**config.mk**
```make
export PLATFORM = sky130hd
export DESIGN_NAME = uart_cmd_rx
export DESIGN_NICKNAME = d
export VERILOG_FILES = /design/src/rtl/uart_cmd_rx_pkg.sv /design/src/rtl/uart_cmd_rx_byte_rx.sv /design/src/rtl/uart_cmd_rx.sv
export SDC_FILE = /design/constraint.sdc
export NUM_CORES = 1
export LEC_CHECK = 0
export BUFFER_PORTS_ARGS = -buffer_cell sky130_fd_sc_hd__buf_2
export CELL_PAD_IN_SITES_DETAIL_PLACEMENT = 1
export CELL_PAD_IN_SITES_GLOBAL_PLACEMENT = 2
export CORE_MARGIN = 1.5
export CORE_UTILIZATION = 41
export DETAILED_ROUTE_END_ITERATION = 7
export HOLD_SLACK_MARGIN = 0.12
export PLACE_DENSITY = 0.85
export RECOVER_POWER = 50
export SYNTH_ARGS = -nofsm -noshare
export SYNTH_HDL_FRONTEND = slang
export SYNTH_SLANG_ARGS = --single-unit
```
**constraint.sdc**
```tcl
create_clock -name osc_clk -period 4.3 [get_ports osc_clk]
set_input_delay 0 -clock osc_clk [delete_from_list [all_inputs] [get_ports osc_clk]]
set_output_delay 0 -clock osc_clk [all_outputs]
set_load 0.01 [all_outputs]
```
**src/rtl/uart_cmd_rx_pkg.sv**
```systemverilog
// uart_cmd_rx_pkg
// Shared definitions for the serial command front end: packet framing
// constants, receiver and parser state encodings, the motion register
// address map used by top, and the checksum fold helper.
package uart_cmd_rx_pkg;

  localparam logic [7:0] SYNC_BYTE      = 8'hA5;
  localparam int         PKT_DATA_BYTES = 4;

  // Motion register file address map.
  localparam logic [7:0] REG_ACC_TARGET  = 8'h00;
  localparam logic [7:0] REG_ACC_MAX_VEL = 8'h01;
  localparam logic [7:0] REG_ACC_ACCEL   = 8'h02;
  localparam logic [7:0] REG_STEP_PERIOD = 8'h03;
  localparam logic [7:0] REG_STEP_CTRL   = 8'h04;

  typedef enum logic [2:0] {
    P_HUNT,
    P_ADDR,
    P_DATA,
    P_CSUM,
    P_HOLD
  } parse_state_e;

  typedef enum logic [2:0] {
    RX_IDLE,
    RX_START,
    RX_DATA,
    RX_STOP,
    RX_WAIT
  } rx_state_e;

  function automatic logic [7:0] csum_fold(input logic [7:0] acc, input logic [7:0] b);
    return acc ^ b;
  endfunction

endpackage

```
**src/rtl/uart_cmd_rx_byte_rx.sv**
```systemverilog
// uart_byte_rx
// 8N1 UART byte receiver with 2-flop input synchroniser.
// Ports:
//   osc_clk    in   clock
//   rst        in   asynchronous active-low reset
//   rxd        in   asynchronous UART line, idles high
//   byte_valid out  1-cycle pulse, byte_data holds the received byte
//   byte_data  out  last received byte
//   frame_err  out  1-cycle pulse on a low stop bit
module uart_byte_rx
  import uart_cmd_rx_pkg::*;
#(
  parameter int CLKS_PER_BIT = 434
) (
  input  logic       osc_clk,
  input  logic       rst,
  input  logic       rxd,
  output logic       byte_valid,
  output logic [7:0] byte_data,
  output logic       frame_err
);

  localparam int CW = $clog2(CLKS_PER_BIT);
  localparam logic [CW-1:0] BIT_LAST  = CW'(CLKS_PER_BIT - 1);
  localparam logic [CW-1:0] HALF_LAST = CW'(CLKS_PER_BIT / 2 - 1);

  logic            sync1_q, sync2_q, prev_q;
  rx_state_e       state_q, state_d;
  logic [CW-1:0]   cnt_q, cnt_d;
  logic [2:0]      bit_q, bit_d;
  logic [7:0]      shift_q, shift_d;
  logic            valid_q, valid_d;
  logic            ferr_q, ferr_d;

  // prev_q is one stage behind sync2_q so a falling edge can be detected.
  always_ff @(posedge osc_clk or negedge rst) begin
    if (!rst) begin
      sync1_q <= 1'b1;
      sync2_q <= 1'b1;
      prev_q  <= 1'b1;
    end else begin
      sync1_q <= rxd;
      sync2_q <= sync1_q;
      prev_q  <= sync2_q;
    end
  end

  always_ff @(posedge osc_clk or negedge rst) begin
    if (!rst) begin
      state_q <= RX_IDLE;
      cnt_q   <= '0;
      bit_q   <= '0;
      shift_q <= '0;
      valid_q <= 1'b0;
      ferr_q  <= 1'b0;
    end else begin
      state_q <= state_d;
      cnt_q   <= cnt_d;
      bit_q   <= bit_d;
      shift_q <= shift_d;
      valid_q <= valid_d;
      ferr_q  <= ferr_d;
    end
  end

  always_comb begin
    state_d = state_q;
    cnt_d   = cnt_q + 1'b1;
    bit_d   = bit_q;
    shift_d = shift_q;
    valid_d = 1'b0;
    ferr_d  = 1'b0;
    case (state_q)
      RX_IDLE: begin
        cnt_d = '0;
        bit_d = '0;
        if (prev_q && !sync2_q) state_d = RX_START;
      end
      RX_START: begin
        // Mid-bit re-check: a start bit that is already high again was a glitch.
        if (cnt_q == HALF_LAST) begin
          cnt_d   = '0;
          state_d = sync2_q ? RX_IDLE : RX_DATA;
        end
      end
      RX_DATA: begin
        if (cnt_q == BIT_LAST) begin
          cnt_d   = '0;
          shift_d = {sync2_q, shift_q[7:1]};
          bit_d   = bit_q + 1'b1;
          if (bit_q == 3'd7) state_d = RX_STOP;
        end
      end
      RX_STOP: begin
        if (cnt_q == BIT_LAST) begin
          cnt_d = '0;
          if (sync2_q) begin
            valid_d = 1'b1;
            state_d = RX_IDLE;
          end else begin
            ferr_d  = 1'b1;
            state_d = RX_WAIT;
          end
        end
      end
      RX_WAIT: begin
        // A broken frame leaves the line low; re-arm only once it returns high.
        cnt_d = '0;
        if (sync2_q) state_d = RX_IDLE;
      end
      default: state_d = RX_IDLE;
    endcase
  end

  assign byte_valid = valid_q;
  assign byte_data  = shift_q;
  assign frame_err  = ferr_q;

endmodule

```
**src/rtl/uart_cmd_rx.sv**
```systemverilog
// uart_cmd_rx
// Assembles 7-byte register-write packets (A5, ADDR, D0..D3, CSUM) from the
// UART byte stream, checks the XOR checksum and presents good writes with a
// valid/ready handshake.
// Ports:
//   osc_clk      in   clock
//   rst          in   asynchronous active-low reset
//   rxd          in   UART line
//   wr_valid     out  checked write pending
//   wr_ready     in   register file accepts the write
//   wr_addr      out  register index
//   wr_data      out  register value (D0 in bits 7:0)
//   err_frame    out  pulse: bad stop bit
//   err_csum     out  pulse: checksum mismatch
//   err_overrun  out  pulse: byte dropped while a write is pending
//   err_timeout  out  pulse: packet abandoned after an inter-byte gap
module uart_cmd_rx
  import uart_cmd_rx_pkg::*;
#(
  parameter int CLKS_PER_BIT = 434,
  parameter int TIMEOUT_BITS = 20
) (
  input  logic        osc_clk,
  input  logic        rst,
  input  logic        rxd,
  output logic        wr_valid,
  input  logic        wr_ready,
  output logic [7:0]  wr_addr,
  output logic [31:0] wr_data,
  output logic        err_frame,
  output logic        err_csum,
  output logic        err_overrun,
  output logic        err_timeout
);

  localparam int TMAX = TIMEOUT_BITS * CLKS_PER_BIT;
  localparam int TW   = $clog2(TMAX + 1);

  logic       byte_valid;
  logic [7:0] byte_data;
  logic       frame_err;

  uart_byte_rx #(.CLKS_PER_BIT(CLKS_PER_BIT)) u_byte_rx (
    .osc_clk    (osc_clk),
    .rst        (rst),
    .rxd        (rxd),
    .byte_valid (byte_valid),
    .byte_data  (byte_data),
    .frame_err  (frame_err)
  );

  parse_state_e state_q, state_d;
  logic [7:0]   addr_q, addr_d;
  logic [31:0]  data_q, data_d;
  logic [1:0]   lane_q, lane_d;
  logic [7:0]   csum_q, csum_d;
  logic [TW-1:0] timer_q, timer_d;
  logic         wr_valid_q, wr_valid_d;
  logic         csum_err_q, csum_err_d;
  logic         ovr_q, ovr_d;
  logic         tmo_q, tmo_d;
  logic         in_pkt;

  always_ff @(posedge osc_clk or negedge rst) begin
    if (!rst) begin
      state_q    <= P_HUNT;
      addr_q     <= '0;
      data_q     <= '0;
      lane_q     <= '0;
      csum_q     <= '0;
      timer_q    <= '0;
      wr_valid_q <= 1'b0;
      csum_err_q <= 1'b0;
      ovr_q      <= 1'b0;
      tmo_q      <= 1'b0;
    end else begin
      state_q    <= state_d;
      addr_q     <= addr_d;
      data_q     <= data_d;
      lane_q     <= lane_d;
      csum_q     <= csum_d;
      timer_q    <= timer_d;
      wr_valid_q <= wr_valid_d;
      csum_err_q <= csum_err_d;
      ovr_q      <= ovr_d;
      tmo_q      <= tmo_d;
    end
  end

  assign in_pkt = (state_q == P_ADDR) || (state_q == P_DATA) || (state_q == P_CSUM);

  always_comb begin
    state_d    = state_q;
    addr_d     = addr_q;
    data_d     = data_q;
    lane_d     = lane_q;
    csum_d     = csum_q;
    wr_valid_d = wr_valid_q;
    csum_err_d = 1'b0;
    ovr_d      = 1'b0;
    tmo_d      = 1'b0;
    timer_d    = in_pkt ? timer_q + 1'b1 : '0;
    if (byte_valid) timer_d = '0;

    case (state_q)
      P_HUNT: begin
        if (byte_valid && byte_data == SYNC_BYTE) begin
          state_d = P_ADDR;
          csum_d  = '0;
        end
      end
      P_ADDR, P_DATA, P_CSUM: begin
        // Byte is checked before the timeout so a coincident byte wins.
        if (frame_err) begin
          state_d = P_HUNT;
          timer_d = '0;
        end else if (byte_valid) begin
          csum_d = csum_fold(csum_q, byte_data);
          case (state_q)
            P_ADDR: begin
              addr_d  = byte_data;
              lane_d  = '0;
              state_d = P_DATA;
            end
            P_DATA: begin
              data_d[{lane_q, 3'b000} +: 8] = byte_data;
              lane_d = lane_q + 1'b1;
              if (lane_q == 2'(PKT_DATA_BYTES - 1)) state_d = P_CSUM;
            end
            default: begin
              if (byte_data == csum_q) begin
                state_d    = P_HOLD;
                wr_valid_d = 1'b1;
              end else begin
                csum_err_d = 1'b1;
                state_d    = P_HUNT;
              end
            end
          endcase
        end else if (timer_q == TW'(TMAX)) begin
          tmo_d   = 1'b1;
          state_d = P_HUNT;
          timer_d = '0;
        end
      end
      P_HOLD: begin
        // A byte arriving with the handshake is handled as if already in HUNT.
        if (wr_valid_q && wr_ready) begin
          wr_valid_d = 1'b0;
          state_d    = P_HUNT;
          if (byte_valid && byte_data == SYNC_BYTE) begin
            state_d = P_ADDR;
            csum_d  = '0;
          end
        end else if (byte_valid) begin
          ovr_d = 1'b1;
        end
      end
      default: state_d = P_HUNT;
    endcase
  end

  assign wr_valid    = wr_valid_q;
  assign wr_addr     = addr_q;
  assign wr_data     = data_q;
  assign err_frame   = frame_err;
  assign err_csum    = csum_err_q;
  assign err_overrun = ovr_q;
  assign err_timeout = tmo_q;

endmodule

```
==> results.cfg <==
[clock_tree]
post_cts_buffers = 0
cts_buffers = 9
clock_latency_ps = 350
cts_root_buffer = clkbuf_16
cts_resized = 0
htreeDepth = 3
cts.path.max_buffers = 2
cts_sinks = 99
path_clk_slew_ps = 60
tritoncts = yes

[detailed_routing]
via_per_inst = 5.27
detail-route-antenna-nets = 0
drtIter0Drc = 114
wl_per_cell_um = 16.9
firstDrtPassIters = 4
via_count = 3382
route.detailed.drc = 0
totalWireLength_mm = 10.9

[run_status]
status = finished clean

[placement]
gp_congestion = 0.789
dp_hpwl_mm = 7.15
dpl.cell_count = 625
place_area_sq_um = 4990
port-buffer-count = 48

[die]
fp.dieH_um = 110
initial_core_util = 0.425
dieArea_sq_um = 12000
boundaryPins = 49
core_area_sq_um = 10900
num_rows = 38
fp.dieW_um = 110

[pwr]
p_sw_uw = 443
design_power_total_mw = 1.89
p_int_mw = 1.45
power_density_nw_per_um2 = 362
ir_drop_mv = 0.296
combPwrFrac = 0.057
p_leak_nw = 2.21
p_seq_frac = 0.536
switching_share = 0.234
power_frac_clock = 0.406

[yosys]
synth_seq_area_share = 0.533
synth_simple_gate_area_share = 0.207
synth_compound_area_frac = 0.0909
synth_top_family_by_area = simple AND/OR/NAND/NOR gates
synth_nets = 474
ys_ff_latch = 99
synth.most_common_cell = dfrtp_1
synth_edf_count = 0
syn_avg_cell_area_sq_um = 10.2
synth-xor-area-share = 0.0508
yosysWarnings = 0
synth_ff_type = dfrtp_1
syn_inst = 457
synthTopCellsByArea = dfrtp_1, nand2_1, o21ai_0, ha_1, xor2_1
netlist.area_leader.share = 0.517
ys_types = 52
async_flop_share = 1.00
syn_area_sq_um = 4650
synth_area_leader_cell = dfrtp_1
synthMuxAreaShare = 0.0541
synth_fa_ha_area_frac = 0.0350
synthTopCellsByCount = dfrtp_1, nand2_1, o21ai_0

[cells_and_area]
layout.nets = 516
finalNonFillerCells = 642
drive_gt1_frac = 0.0876
diodes = 0
fin_area_sq_um = 5230
area_growth_pct = 12.4

[sta]
hold_ws_ps = 261
skew_ps = 5.25
period_share = 0.524
fmax_mhz = 444
slew-limit-headroom = 0.331
period_minus_slack_ps = 2250
tns_ps = 0
setup_viol_count_final = 0
hold_viol = 0
rsz0062_at_grt = no
worstMarginPinSlew_ps = 1000
maxSlewViolCount = 0

[grt]
grt_overflow_total = 0
grt_antenna_before_repair = 0
grt_max_degree = 58
grt_pass1_vias = 3434
grt_pass1_wl_mm = 17.6
track_usage = 0.195

[setup_path]
path_cells = and4bb_1 -> nand4_1 -> or4_4 -> mux2_4
rrSetupSlack_ps = 2050
required_ps = 4530
critical_path_arrival_ps = 2480
critPathLaunchType = flop
worstSetupPathType = reg -> reg
critical-path-top-delay-family = simple AND/OR/NAND/NOR gates
slowest_stage = or4_4
end_kind = flop
crit_buf_inv = 0
cp_max_fo = 8
slowest_delay_ps = 680

[flow_run]
drv_cap = 0

[worst_hold_path]
holdCritPathClass = in -> async
power groups by stage:
stage                     clock network [mW]  registers [mW]  logic, mW
after CTS                              0.796            1.02      0.114
after global routing                   0.822            1.02      0.124
after floorplan                            0            1.02     0.0748
final                                  0.768            1.01      0.108
after global placement                     0            1.03      0.108
after detailed placement                   0            1.03      0.111
timing repair:
action / in CTS / in global routing
hold endpoints to repair: 58 / 0
hold buffers: 3 / 0
endpoints found under the setup margin: 0 / 0
cells by family after synthesis:
kind of cell	after synthesis
AND/OR/NAND/NOR	195
AO/OA/AOI/OAI	70
multiplexers	20
buffers and inverters	33
adder cells (fa/ha/maj)	13
flip-flops	99
XOR/XNOR	27
cells in the final DEF (no fill, tap or decap), drive strengths merged, types with 10 or more instances in the layout:
cell and count:
dfrtp 96, nand2 79, clkbuf 58, o21ai 46
nor2 33, xor2 17, mux2 17, nand3 16
nor3 14, ha 13, inv 12, xnor2 10
nand2b 10
worst register-to-register path, delay by kind of cell (launching register included):
family / cells / cell delay [ps]
and+or+nand+nor: 3 / 1350
DFF: 1 / 450
muxes: 1 / 340
routing by layer:
metal | GRT usage | vias to the layer above | wire (um)
met4 | 0.0918 | 0 | 215
li1 | - | 1653 | -
met1 | 0.264 | 1681 | 5160
met3 | 0.0261 | 13 | 229
met5 | 0 | - | 0
met2 | 0.310 | 35 | 5250
path summary, 6_finish.rpt:
path,startpoint,end,cells after the start
worst max-delay path,u_byte_rx.cnt_q[3]$_DFF_PN0_,u_byte_rx.byte_data[5]$_DFFE_PN0P_,4
worst min-delay path,rst,timer_q[11]$_DFF_PN0_,2
worst max register to register,u_byte_rx.cnt_q[3]$_DFF_PN0_,u_byte_rx.byte_data[5]$_DFFE_PN0P_,4
worst min register to register,u_byte_rx.sync1_q$_DFF_PN1_,u_byte_rx.sync2_q$_DFF_PN1_,0
max in group asynchronous,rst,u_byte_rx.prev_q$_DFF_PN1_,3
min in group osc_clk,rxd,u_byte_rx.sync1_q$_DFF_PN1_,2
sequential cells by signal, indices dropped and copies added, names as in the netlist, 2 cells and up:
name                 flops
lane_q                   2
timer_q                 14
u_byte_rx.byte_data      8
u_byte_rx.state_q        3
wr_addr                  8
state_q                  3
u_byte_rx.bit_q          3
wr_data                 32
u_byte_rx.cnt_q          9
csum_q                   8
layout make-up:
| type | instances | area [sq um] |
|---|---|---|
| fillers | 1257 | 5710 |
| clock inverters | 1 | 8.76 |
| multi-input cells | 325 | 2020 |
| flip-flops and latches | 99 | 2480 |
| repair buffers | 52 | 224 |
| clock buffers | 13 | 270 |
| well taps | 140 | 175 |
| inverters | 12 | 45.0 |
per-stage QoR:
step,utilization,setup slack (ps)
after global placement,0.456,2170
after global routing,0.478,1830
after detailed placement,0.456,2040
after CTS,0.485,2070
after floorplan,-,2420
final,0.478,2050
(Power assumes the default switching activity.)
